File: src/rtl/lenet_pkg.sv
// -----------------------------------------------------------------------------
// lenet_pkg
//   Constants and types shared by the LeNet conv datapath blocks
//   (conv_window_gen, calculate_2d).
//   - LENET_DATA_WIDTH : default pixel width (signed, matches the MAC tree)
//   - LENET_KERNEL     : default window edge
//   - LENET_CALC_LATENCY : MAC tree latency (mult_cell 1 + adder stages 5)
//   - state_t          : one-hot frame-control states
// -----------------------------------------------------------------------------
package lenet_pkg;

    localparam int LENET_DATA_WIDTH   = 16;
    localparam int LENET_KERNEL       = 5;
    localparam int LENET_CALC_LATENCY = 6;

    typedef enum logic [3:0] {
        ST_IDLE  = 4'b0001,
        ST_RUN   = 4'b0010,
        ST_FLUSH = 4'b0100,
        ST_DONE  = 4'b1000
    } state_t;

endpackage

File: src/rtl/conv_window_gen_if.sv
// -----------------------------------------------------------------------------
// conv_window_gen_if
//   Pixel-in / window-out bundle of the sliding-window generator.
//   master : upstream source (drives start, in_valid, pixel_in; observes the rest)
//   slave  : conv_window_gen
//   Signals:
//     start        1-cycle frame start pulse
//     in_valid     pixel_in valid
//     pixel_in     signed pixel, raster order
//     in_ready     generator accepts pixels
//     window_flat  KERNEL*KERNEL taps, tap k at [k*DATA_WIDTH +: DATA_WIDTH]
//     window_valid taps form a complete window
//     out_row/col  output coordinate of the window
//     res_valid    window_valid delayed by the MAC tree latency
//     res_last     res_valid of the final window of the frame
//     frame_done   1-cycle end-of-frame pulse
// -----------------------------------------------------------------------------
interface conv_window_gen_if
    import lenet_pkg::*;
#(
    parameter int DATA_WIDTH = LENET_DATA_WIDTH,
    parameter int KERNEL     = LENET_KERNEL,
    parameter int IN_WIDTH   = 32,
    parameter int IN_HEIGHT  = 32
);
    localparam int ROW_W = $clog2(IN_HEIGHT);
    localparam int COL_W = $clog2(IN_WIDTH);

    logic                                 start;
    logic                                 in_valid;
    logic signed [DATA_WIDTH-1:0]         pixel_in;
    logic                                 in_ready;
    logic [KERNEL*KERNEL*DATA_WIDTH-1:0]  window_flat;
    logic                                 window_valid;
    logic [ROW_W-1:0]                     out_row;
    logic [COL_W-1:0]                     out_col;
    logic                                 res_valid;
    logic                                 res_last;
    logic                                 frame_done;

    modport master (
        output start, in_valid, pixel_in,
        input  in_ready, window_flat, window_valid, out_row, out_col,
               res_valid, res_last, frame_done
    );

    modport slave (
        input  start, in_valid, pixel_in,
        output in_ready, window_flat, window_valid, out_row, out_col,
               res_valid, res_last, frame_done
    );

endinterface

File: src/rtl/conv_window_gen_line_buffer.sv
// -----------------------------------------------------------------------------
// line_buffer
//   One feature-map row of storage, addressed by the current column.
//   Read is combinational from the addressed slot, write lands on the clock
//   edge, so an accept reads the pixel one row above before overwriting it.
//   Ports:
//     clk      clock
//     we       write enable (pixel accepted)
//     addr     column index shared by the whole cascade
//     wr_data  pixel entering this row slot
//     rd_data  pixel stored one row earlier at this column
// -----------------------------------------------------------------------------
module line_buffer #(
    parameter int DATA_WIDTH = 16,
    parameter int DEPTH      = 32,
    localparam int AW        = $clog2(DEPTH)
) (
    input  logic                  clk,
    input  logic                  we,
    input  logic [AW-1:0]         addr,
    input  logic [DATA_WIDTH-1:0] wr_data,
    output logic [DATA_WIDTH-1:0] rd_data
);

    logic [DATA_WIDTH-1:0] mem [DEPTH];

    assign rd_data = mem[addr];

    // NOTE: storage arrays carry no reset so they map onto RAM/plain flops;
    // windows are only flagged valid once every tap holds current-frame data.
    always_ff @(posedge clk) begin
        if (we) begin
            mem[addr] <= wr_data;
        end
    end

endmodule

File: src/rtl/conv_window_gen.sv
// -----------------------------------------------------------------------------
// conv_window_gen
//   Streaming KxK sliding-window generator for the conv MAC tree.
//   Raster-order pixels go through KERNEL-1 cascaded line buffers and a KxK
//   shift window; every complete window is presented with its coordinate and
//   a valid, and the valid is replayed CALC_LATENCY cycles later as res_valid.
//   Ports:
//     clk    rising-edge clock
//     rst_n  asynchronous active-low reset
//     bus    conv_window_gen_if.slave (stream in, window/result flags out)
// -----------------------------------------------------------------------------
module conv_window_gen
    import lenet_pkg::*;
#(
    parameter int DATA_WIDTH   = LENET_DATA_WIDTH,
    parameter int KERNEL       = LENET_KERNEL,
    parameter int IN_WIDTH     = 32,
    parameter int IN_HEIGHT    = 32,
    parameter int CALC_LATENCY = LENET_CALC_LATENCY
) (
    input logic              clk,
    input logic              rst_n,
    conv_window_gen_if.slave bus
);

    localparam int ROW_W   = $clog2(IN_HEIGHT);
    localparam int COL_W   = $clog2(IN_WIDTH);
    localparam int FLUSH_W = $clog2(CALC_LATENCY + 1);

    state_t             state_q, state_d;
    logic [COL_W-1:0]   col_q;
    logic [ROW_W-1:0]   row_q;
    logic [FLUSH_W-1:0] flush_q;

    logic accept;
    logic last_col;
    logic last_pixel;
    logic at_window;

    assign accept     = bus.in_valid && bus.in_ready;
    assign last_col   = (col_q == COL_W'(IN_WIDTH - 1));
    assign last_pixel = last_col && (row_q == ROW_W'(IN_HEIGHT - 1));
    // Only windows whose leftmost column and top row are inside the frame;
    // this also keeps any window from straddling a row wrap.
    assign at_window  = (row_q >= ROW_W'(KERNEL - 1)) && (col_q >= COL_W'(KERNEL - 1));

    // ------------------------------------------------------------------ FSM
    // NOTE: clocked state uses non-blocking assignments so every register
    // samples pre-edge values regardless of process ordering.
    always_ff @(posedge clk or negedge rst_n) begin
        if (!rst_n) begin
            state_q <= ST_IDLE;
        end else begin
            state_q <= state_d;
        end
    end

    // NOTE: every combinational output gets a default first; a path that
    // leaves it unassigned would infer a latch.
    always_comb begin
        state_d = state_q;
        unique case (state_q)
            ST_IDLE:  if (bus.start)                           state_d = ST_RUN;
            ST_RUN:   if (accept && last_pixel)                state_d = ST_FLUSH;
            ST_FLUSH: if (flush_q == FLUSH_W'(CALC_LATENCY))   state_d = ST_DONE;
            ST_DONE:                                           state_d = ST_IDLE;
            default:                                           state_d = ST_IDLE;
        endcase
    end

    always_comb begin
        bus.in_ready   = (state_q == ST_RUN);
        bus.frame_done = (state_q == ST_DONE);
    end

    // Holds FLUSH until the last window's result has left the MAC tree.
    always_ff @(posedge clk or negedge rst_n) begin
        if (!rst_n) begin
            flush_q <= '0;
        end else if (state_q == ST_FLUSH) begin
            flush_q <= flush_q + FLUSH_W'(1);
        end else begin
            flush_q <= '0;
        end
    end

    // ------------------------------------------------------------- counters
    always_ff @(posedge clk or negedge rst_n) begin
        if (!rst_n) begin
            col_q <= '0;
            row_q <= '0;
        end else if (state_q == ST_IDLE && bus.start) begin
            col_q <= '0;
            row_q <= '0;
        end else if (accept) begin
            if (last_col) begin
                col_q <= '0;
                row_q <= last_pixel ? '0 : row_q + ROW_W'(1);
            end else begin
                col_q <= col_q + COL_W'(1);
            end
        end
    end

    // --------------------------------------------------------- line buffers
    // lb_rd[k] is the pixel k+1 rows above the incoming one, same column.
    logic [DATA_WIDTH-1:0] lb_wr  [KERNEL-1];
    logic [DATA_WIDTH-1:0] lb_rd  [KERNEL-1];
    logic [DATA_WIDTH-1:0] col_in [KERNEL];

    assign lb_wr[0] = bus.pixel_in;

    for (genvar k = 1; k < KERNEL - 1; k++) begin : g_lb_link
        assign lb_wr[k] = lb_rd[k-1];
    end

    for (genvar k = 0; k < KERNEL - 1; k++) begin : g_lb
        line_buffer #(
            .DATA_WIDTH (DATA_WIDTH),
            .DEPTH      (IN_WIDTH)
        ) u_line_buffer (
            .clk     (clk),
            .we      (accept),
            .addr    (col_q),
            .wr_data (lb_wr[k]),
            .rd_data (lb_rd[k])
        );
    end

    // New right-hand column: oldest row at index 0, incoming pixel at the bottom.
    assign col_in[KERNEL-1] = bus.pixel_in;

    for (genvar i = 0; i < KERNEL - 1; i++) begin : g_col_in
        assign col_in[i] = lb_rd[KERNEL-2-i];
    end

    // ------------------------------------------------------- window shifter
    logic [DATA_WIDTH-1:0] win [KERNEL][KERNEL];

    always_ff @(posedge clk) begin
        if (accept) begin
            for (int i = 0; i < KERNEL; i++) begin
                for (int j = 0; j < KERNEL - 1; j++) begin
                    win[i][j] <= win[i][j+1];
                end
                win[i][KERNEL-1] <= col_in[i];
            end
        end
    end

    for (genvar i = 0; i < KERNEL; i++) begin : g_flat_row
        for (genvar j = 0; j < KERNEL; j++) begin : g_flat_col
            assign bus.window_flat[(i*KERNEL+j)*DATA_WIDTH +: DATA_WIDTH] = win[i][j];
        end
    end

    // ---------------------------------------------- window valid and coords
    logic             wv_q;
    logic             wlast_q;
    logic [ROW_W-1:0] out_row_q;
    logic [COL_W-1:0] out_col_q;

    always_ff @(posedge clk or negedge rst_n) begin
        if (!rst_n) begin
            wv_q      <= 1'b0;
            wlast_q   <= 1'b0;
            out_row_q <= '0;
            out_col_q <= '0;
        end else begin
            wv_q    <= accept && at_window;
            wlast_q <= accept && at_window && last_pixel;
            if (accept && at_window) begin
                out_row_q <= row_q - ROW_W'(KERNEL - 1);
                out_col_q <= col_q - COL_W'(KERNEL - 1);
            end else begin
                out_row_q <= '0;
                out_col_q <= '0;
            end
        end
    end

    assign bus.window_valid = wv_q;
    assign bus.out_row      = out_row_q;
    assign bus.out_col      = out_col_q;

    // ------------------------------------------- MAC-tree latency delay line
    logic [CALC_LATENCY-1:0] res_v_sr;
    logic [CALC_LATENCY-1:0] res_l_sr;

    always_ff @(posedge clk or negedge rst_n) begin
        if (!rst_n) begin
            res_v_sr <= '0;
            res_l_sr <= '0;
        end else begin
            res_v_sr <= (res_v_sr << 1) | CALC_LATENCY'(wv_q);
            res_l_sr <= (res_l_sr << 1) | CALC_LATENCY'(wlast_q);
        end
    end

    assign bus.res_valid = res_v_sr[CALC_LATENCY-1];
    assign bus.res_last  = res_l_sr[CALC_LATENCY-1];

endmodule
File: src/flat_wrapper.sv
// flat-port wrapper written by rule: the top's interface ports become plain ports
module conv_window_gen_flat import lenet_pkg::*;
#(
    parameter int DATA_WIDTH   = LENET_DATA_WIDTH,
    parameter int KERNEL       = LENET_KERNEL,
    parameter int IN_WIDTH     = 32,
    parameter int IN_HEIGHT    = 32,
    parameter int CALC_LATENCY = LENET_CALC_LATENCY
)
  (clk, rst_n, bus_start, bus_in_valid, bus_pixel_in, bus_in_ready, bus_window_flat, bus_window_valid, bus_out_row, bus_out_col, bus_res_valid, bus_res_last, bus_frame_done);
  conv_window_gen_if #(.DATA_WIDTH(DATA_WIDTH), .KERNEL(KERNEL), .IN_WIDTH(IN_WIDTH), .IN_HEIGHT(IN_HEIGHT)) bus_i ();
  input logic clk;
  input logic rst_n;
  input wire logic [$bits(bus_i.start)-1:0] bus_start;
  input wire logic [$bits(bus_i.in_valid)-1:0] bus_in_valid;
  input wire logic [$bits(bus_i.pixel_in)-1:0] bus_pixel_in;
  output wire logic [$bits(bus_i.in_ready)-1:0] bus_in_ready;
  output wire logic [$bits(bus_i.window_flat)-1:0] bus_window_flat;
  output wire logic [$bits(bus_i.window_valid)-1:0] bus_window_valid;
  output wire logic [$bits(bus_i.out_row)-1:0] bus_out_row;
  output wire logic [$bits(bus_i.out_col)-1:0] bus_out_col;
  output wire logic [$bits(bus_i.res_valid)-1:0] bus_res_valid;
  output wire logic [$bits(bus_i.res_last)-1:0] bus_res_last;
  output wire logic [$bits(bus_i.frame_done)-1:0] bus_frame_done;
  assign bus_i.start = bus_start;
  assign bus_i.in_valid = bus_in_valid;
  assign bus_i.pixel_in = bus_pixel_in;
  assign bus_in_ready = bus_i.in_ready;
  assign bus_window_flat = bus_i.window_flat;
  assign bus_window_valid = bus_i.window_valid;
  assign bus_out_row = bus_i.out_row;
  assign bus_out_col = bus_i.out_col;
  assign bus_res_valid = bus_i.res_valid;
  assign bus_res_last = bus_i.res_last;
  assign bus_frame_done = bus_i.frame_done;
  conv_window_gen #(.DATA_WIDTH(DATA_WIDTH), .KERNEL(KERNEL), .IN_WIDTH(IN_WIDTH), .IN_HEIGHT(IN_HEIGHT), .CALC_LATENCY(CALC_LATENCY)) u_core (.clk(clk), .rst_n(rst_n), .bus(bus_i));
endmodule
File: config.mk
export PLATFORM = sky130hd
export DESIGN_NAME = conv_window_gen_flat
export DESIGN_NICKNAME = d
export VERILOG_FILES = /design/src/rtl/lenet_pkg.sv /design/src/rtl/conv_window_gen_if.sv /design/src/rtl/conv_window_gen_line_buffer.sv /design/src/rtl/conv_window_gen.sv /design/src/flat_wrapper.sv
export SDC_FILE = /design/constraint.sdc
export NUM_CORES = 2
export LEC_CHECK = 0
export CELL_PAD_IN_SITES_DETAIL_PLACEMENT = 1
export CELL_PAD_IN_SITES_GLOBAL_PLACEMENT = 1
export CORE_MARGIN = 3
export CORE_UTILIZATION = 52
export CTS_CLUSTER_SIZE = 30
export DETAILED_ROUTE_END_ITERATION = 12
export PLACE_DENSITY_LB_ADDON = 0.1
export SYNTH_ARGS = -nofsm -noshare
export SYNTH_HDL_FRONTEND = slang
export SYNTH_SLANG_ARGS = --single-unit
File: constraint.sdc
create_clock -name clk -period 16.64 [get_ports clk]
set_input_delay 3.328 -clock clk [delete_from_list [all_inputs] [get_ports clk]]
set_output_delay 3.328 -clock clk [all_outputs]
set_load 0.005 [all_outputs]
; After elaboration in Yosys (flattened, before gate mapping)
; Memories as Yosys holds them, arrays and structs flattened.
; Cells that the tools add are included.
[totals]
ram_bits = 2448
out_inout_bits = 415
mem_count = 5
ff_bits = 41
wordCells = 61
inputBits = 20
rom_bits = 0
latchBits = 0
[memory_table]
columns = memory, depth, word_bits, read_ports, rd_clocked_by_memory_dff, wr, line
row1 = u_core.g_lb[0].u_line_buffer.mem, 32, 16, 1, 0, 1, conv_window_gen_line_buffer.sv:25  ; logic [DATA_WIDTH-1:0] mem [DEPTH];
row2 = u_core.g_lb[1].u_line_buffer.mem, 32, 16, 1, 0, 1, conv_window_gen_line_buffer.sv:25
row3 = u_core.g_lb[2].u_line_buffer.mem, 32, 16, 1, 0, 1, conv_window_gen_line_buffer.sv:25
row4 = u_core.g_lb[3].u_line_buffer.mem, 32, 16, 1, 0, 1, conv_window_gen_line_buffer.sv:25
row5 = u_core.win, 5, 80, 5, 0, 5, conv_window_gen.sv:138  ; logic [DATA_WIDTH-1:0] win [KERNEL][KERNEL];
[op_classes]
shifts = 0
addsub = 5
order_cmp = 2
n_mul = 0
bitwise = 2
n_mux = 16
n_div = 0
n_reduce_logical = 11
eq_ne = 10
[op_table]
columns = operator, n
row1 = $mux 5, 9
row2 = $mux 4, 3
row3 = $or 6x1->6, 2
row4 = $pmux 4 s3, 1
row5 = $add 5x1->5 const B, 2
row6 = $eq 5x5->1 const B, 2
row7 = $ge 5x3->1 const B, 2
row8 = $sub 5x3->5 const B, 2
row9 = $logic_and 1x1->1, 7
row10 = $eq 4x1->1 const B, 1
row11 = $eq 4x2->1 const B, 1
row12 = $eq 4x3->1 const B, 1
row13 = $eq 4x4->1 const B, 1
row14 = $ne 2x2->1 const B, 2
row15 = $reduce_bool 2->1, 2
row16 = $add 3x1->3 const B, 1
row17 = $eq 3x3->1 const B, 1
row18 = $mux 3, 1
row19 = $reduce_and 3->1, 1
row20 = $mux 1, 2
row21 = $ne 2x1->1 const B, 1
row22 = $reduce_and 2->1, 1

; Depth between registers and ports, before layout
[depth]
depth_word = 6
ltp_mapped = 10
mapped_depth_nobuf = 7

; By module
; Synthesis repeated with hierarchy kept, for this count alone.
[unflattened]
hier_cells = 4826
hier_area_um2 = 92652.6
[modules_own_cells]
columns = module, area_each_um2, seq_area_each_um2, cells_per_inst, n_inst
row1 = line_buffer, 19728.9, 15374.7, 1070, 4
row2 = conv_window_gen, 13736.9, 13038.8, 546, 1

; Worst setup path after synthesis
; Ideal clock, no wire load.
[synth_path]
path_type = input to register
from = in bus_in_valid
to = mem u_core.g_lb[0].u_line_buffer.mem[24][0], enable pin
t_required_ps = 15904
setup_ps = 736
setup_slack_ps = -122
path_buffers = 0
arrival_time_ps = 16025
cell_stages = 4
path_cell_list = nand2_4 clkinv_1 nand2_1 nor3_1
[synth_between]
elab_chain_len = 3
[synth_rtl]
columns = element, line
row1 = "start, declared", flat_wrapper.sv:15  ; input wire logic [$bits(bus_i.in_valid)-1:0] bus_in_valid;
row2 = $logic_and 1x1->1, conv_window_gen.sv:40  ; assign accept = bus.in_valid && bus.in_ready;
row3 = via u_core.accept, conv_window_gen.sv:35  ; logic accept;
row4 = $mux 1, conv_window_gen_line_buffer.sv:32  ; if (we) begin
row5 = $mux 1 (implied by the code), conv_window_gen_line_buffer.sv:33  ; mem[addr] <= wr_data;
row6 = "end, declared", conv_window_gen_line_buffer.sv:25
; The timed path passes the listed nets, and every way through them passes these cells.

==> run metrics <==
hold_sp=u_core.wlast_q$_DFF_PN0_; first-pass GRT wire length=357,000 um; via/cell ratio=6.163; DR vias=47.64k; area of the core=172,900 um2; status=finished clean; Syn Nets=between 4k and 5k; layout overhead on the synthesized area=17.48%; DR pass1 iterations=6; clk slew on worst S/H paths=50 ps; clock root buffer=clkbuf_16; area of the multi-input gates=15,950 um2; fin nets=5,276; sequential cell area=74,540 um2; Achievable Freq=153.1 MHz; fillers=14.39k; syn avg cell area=19.72 um2; peak supply drop=roughly 0.12 mV; CTS tree=built; Final Total Pwr=16,110 uW; clock sinks=2,489; Seq pwr share=0.486; ys async rst share=0.01647; Post-DP HPWL=139,200 um; GP Congestion=0.7925; CTS Buffer Depth=4; synthesis warning total=0; crit start category=input port; CTS resizes=0; final hold viol count=0; Pint=between 10,000 and 15,000 uW; IO buf count=434; initial core utilization=0.5270; path type of the worst min-delay path=reg -> reg; PwrDens=150.5 nW/um2; Post-synth EDFFs=between 2k and 2.5k; antenna violations before repair=10; Post-Place Cell Area=98,880 um2; Max-slew headroom=0.06161; Area contributors post-synth=edfxtp_1 (81%), mux2i_1 (11%), o22ai_1 (3.5%); Util after Layout=0.6191; cts bufs inserted=around 270; Worst Path Arrival=7020 ps; critical path class=in -> reg; total global routing overflow=0; Post-synth top flop=edfxtp_1; GRT Util Overall=0.2743; row cnt=152; Worst Path Max Fanout=between 90 and 100; setup repair bufs after CTS=0; R2R depth=9; fraction of layout cells with a size suffix above 1=0.1059; Req. time, crit path=17,130 ps; Worst setup EP type=flip-flop; leak pwr=roughly 0.033 uW; vias in the first global route=50.24k; I/O pin count=around 440; Clock Latency Late Sink=910 ps; leading area contributor after synthesis=edfxtp_1; FF-to-FF Start=u_core.col_q[1]$_DFFE_PN0P_; H-tree Lvls=5; worst r2r dst=u_core.g_lb[1].u_line_buffer.mem[0][0]$_DFFE_PP_; final slew viol count=0; Clk pwr share=0.350; share of the synthesized area in the top cell type=0.8068; Switch Pwr=4271 uW; Sw Share=0.2651; R2R Setup Slk=10,190 ps; final setup vio count=0; unrepaired setup endpoints after global routing=no; WL per Instance=32.24 um; cell area after layout=107,000 um2; flops & latches, synth=2,489; Die Width=424.6 um; cell count after synthesis=approximately 4.6k; register area share after synthesis=0.8181; Fin Setup TNS=0 ps; Post-CTS Hold Buffers=0; fin crit share=0.3924; Slew @ Worst Pin=1395 ps; WHS Path Cells=0; Yosys cell types=between 40 and 50; die area=180,300 um2; Hold EP=u_core.res_l_sr[0]$_DFF_PN0_; Post-Syn Area=91,110 um2; largest net degree at the start of global routing=102; Die H=roughly 420 um; Post-Route WL=~250,000 um; Worst Clk Skew=54.91 ps; maximum capacitance violations=0; Final ANT Viol Nets=0; final worst path period need=6530 ps; drt drc=0; initial DRC count=roughly 4.8k; power share of the combinational group=0.164
-- cell type report --
cell class / count / area share
Tap cell: 2310 / 0.02700
Multi-Input combinational cell: 1880 / 0.1490
Antenna cell: 1 / 0.00002338
Inverter: 14 / 0.0006546
Sequential cell: 2489 / 0.6964
Clock inverter: 103 / 0.007867
Timing Repair Buffer: 581 / 0.05085
Clock buffer: 351 / 0.06815
-- Yosys cell counts, types with 2 or more instances --
cell       instances
nand4_1            3
a21oi_1            8
and2_1             2
ha_1              16
or4b_1             4
o21ai_0            5
nand2_1           78
inv_1             12
nand4bb_1          6
nor2_1            41
buf_2             92
nor3_1             5
buf_4              3
xnor2_1            3
a31oi_1            2
buf_1             31
edfxtp_1        2448
mux2i_1         1028
or4_1              3
nor2_2             9
nand3_1            7
nand4b_1           4
dfrtp_1           40
clkbuf_1         110
nor4_1           130
or3_1              4
o22ai_1          512
-- worst max path at each step --
stage | startpoint | slack, ps | cells past startpoint | endpoint
final | bus_in_valid | 10110 | 6 | u_core.win[4][16]$_DFFE_PP_
after global routing | bus_in_valid | 9860 | 6 | u_core.win[4][1]$_DFFE_PP_
after CTS | bus_in_valid | 10160 | 6 | u_core.win[4][2]$_DFFE_PP_
after detailed placement | bus_in_valid | 9170 | 6 | u_core.win[3][78]$_DFFE_PP_
after global placement | bus_in_valid | 9340 | 6 | u_core.win[4][2]$_DFFE_PP_
after floorplan | bus_in_valid | 4060 | 4 | u_core.g_lb[0].u_line_buffer.mem[24][0]$_DFFE_PP_
-- layout by cell type (no fill, tap or decap), types with 9 or more instances in the layout --
master / count
nor4_1: 118
nor2_2: 9
nor4_2: 12
mux2i_1: 1028
edfxtp_1: 2448
clkinv_2: 32
clkbuf_16: 281
nand2_1: 63
clkdlybuf4s50_1: 428
o22ai_1: 512
buf_4: 145
ha_1: 16
inv_1: 12
nand2_2: 15
dfrtp_1: 38
bufinv_16: 15
nor2_1: 13
nor2_4: 29
clkinv_1: 52
clkbuf_1: 70
-- per-stage QoR --
stage | instances | hold WS [ps] | setup WS [ps]
finish | 7729 | 345.1 | 10110
global route | 7728 | 356.0 | 9859
CTS | 7728 | 348.5 | 10160
detailed placement | 7274 | 336.3 | 9174
global placement | 7274 | 332.8 | 9345
floorplan | 4621 | 331.2 | 4065
-- sequential cells by signal, indices dropped and copies added (netlist names) --
| signal | cells |
|---|---|
| u_core.win | 400 |
| u_core.bus.window_valid | 1 |
| u_core.res_l_sr | 6 |
| u_core.wlast_q | 1 |
| u_core.row_q | 5 |
| u_core.res_v_sr | 6 |
| u_core.bus.out_row | 5 |
| u_core.g_lb.u_line_buffer.mem | 2048 |
| u_core.col_q | 5 |
| u_core.flush_q | 3 |
| u_core.bus.out_col | 5 |
| u_core.state_q | 4 |
-- layer usage --
layer | track usage | wire (um)
met1 | 0.3664 | 100700
met2 | 0.4620 | 124100
met3 | 0.04268 | 15680
met4 | 0.09366 | 8618
met5 | 0 | 41
-- logic make-up after synthesis --
logic type | share of synthesized area
AO/OA/AOI/OAI | 0.03627
XOR/XNOR | 0.0002884
adder cells (fa/ha/maj) | 0.002197
buffers and inverters | 0.01188
flip-flops | 0.8181
multiplexers | 0.1129
AND/OR/NAND/NOR | 0.01831
-- power by group through the flow --
stage | Combinational (uW) | Clock (uW) | Sequential [uW]
2_1_floorplan | 1340 | 0 | 7980
3_3_place_gp | 2550 | 0 | 7960
3_5_place_dp | 2630 | 0 | 7970
4_1_cts | 2640 | 5730 | 7840
5_1_grt | 2770 | 5990 | 7850
6_report | 2640 | 5640 | 7840
-- worst max-delay path: stages --
cell and delay [ps]:
clkdlybuf4s50_1 550, nand2_4 160, inv_16 330, buf_4 750, buf_4 790, buf_4 810
Power figures use the tool's default switching activity.
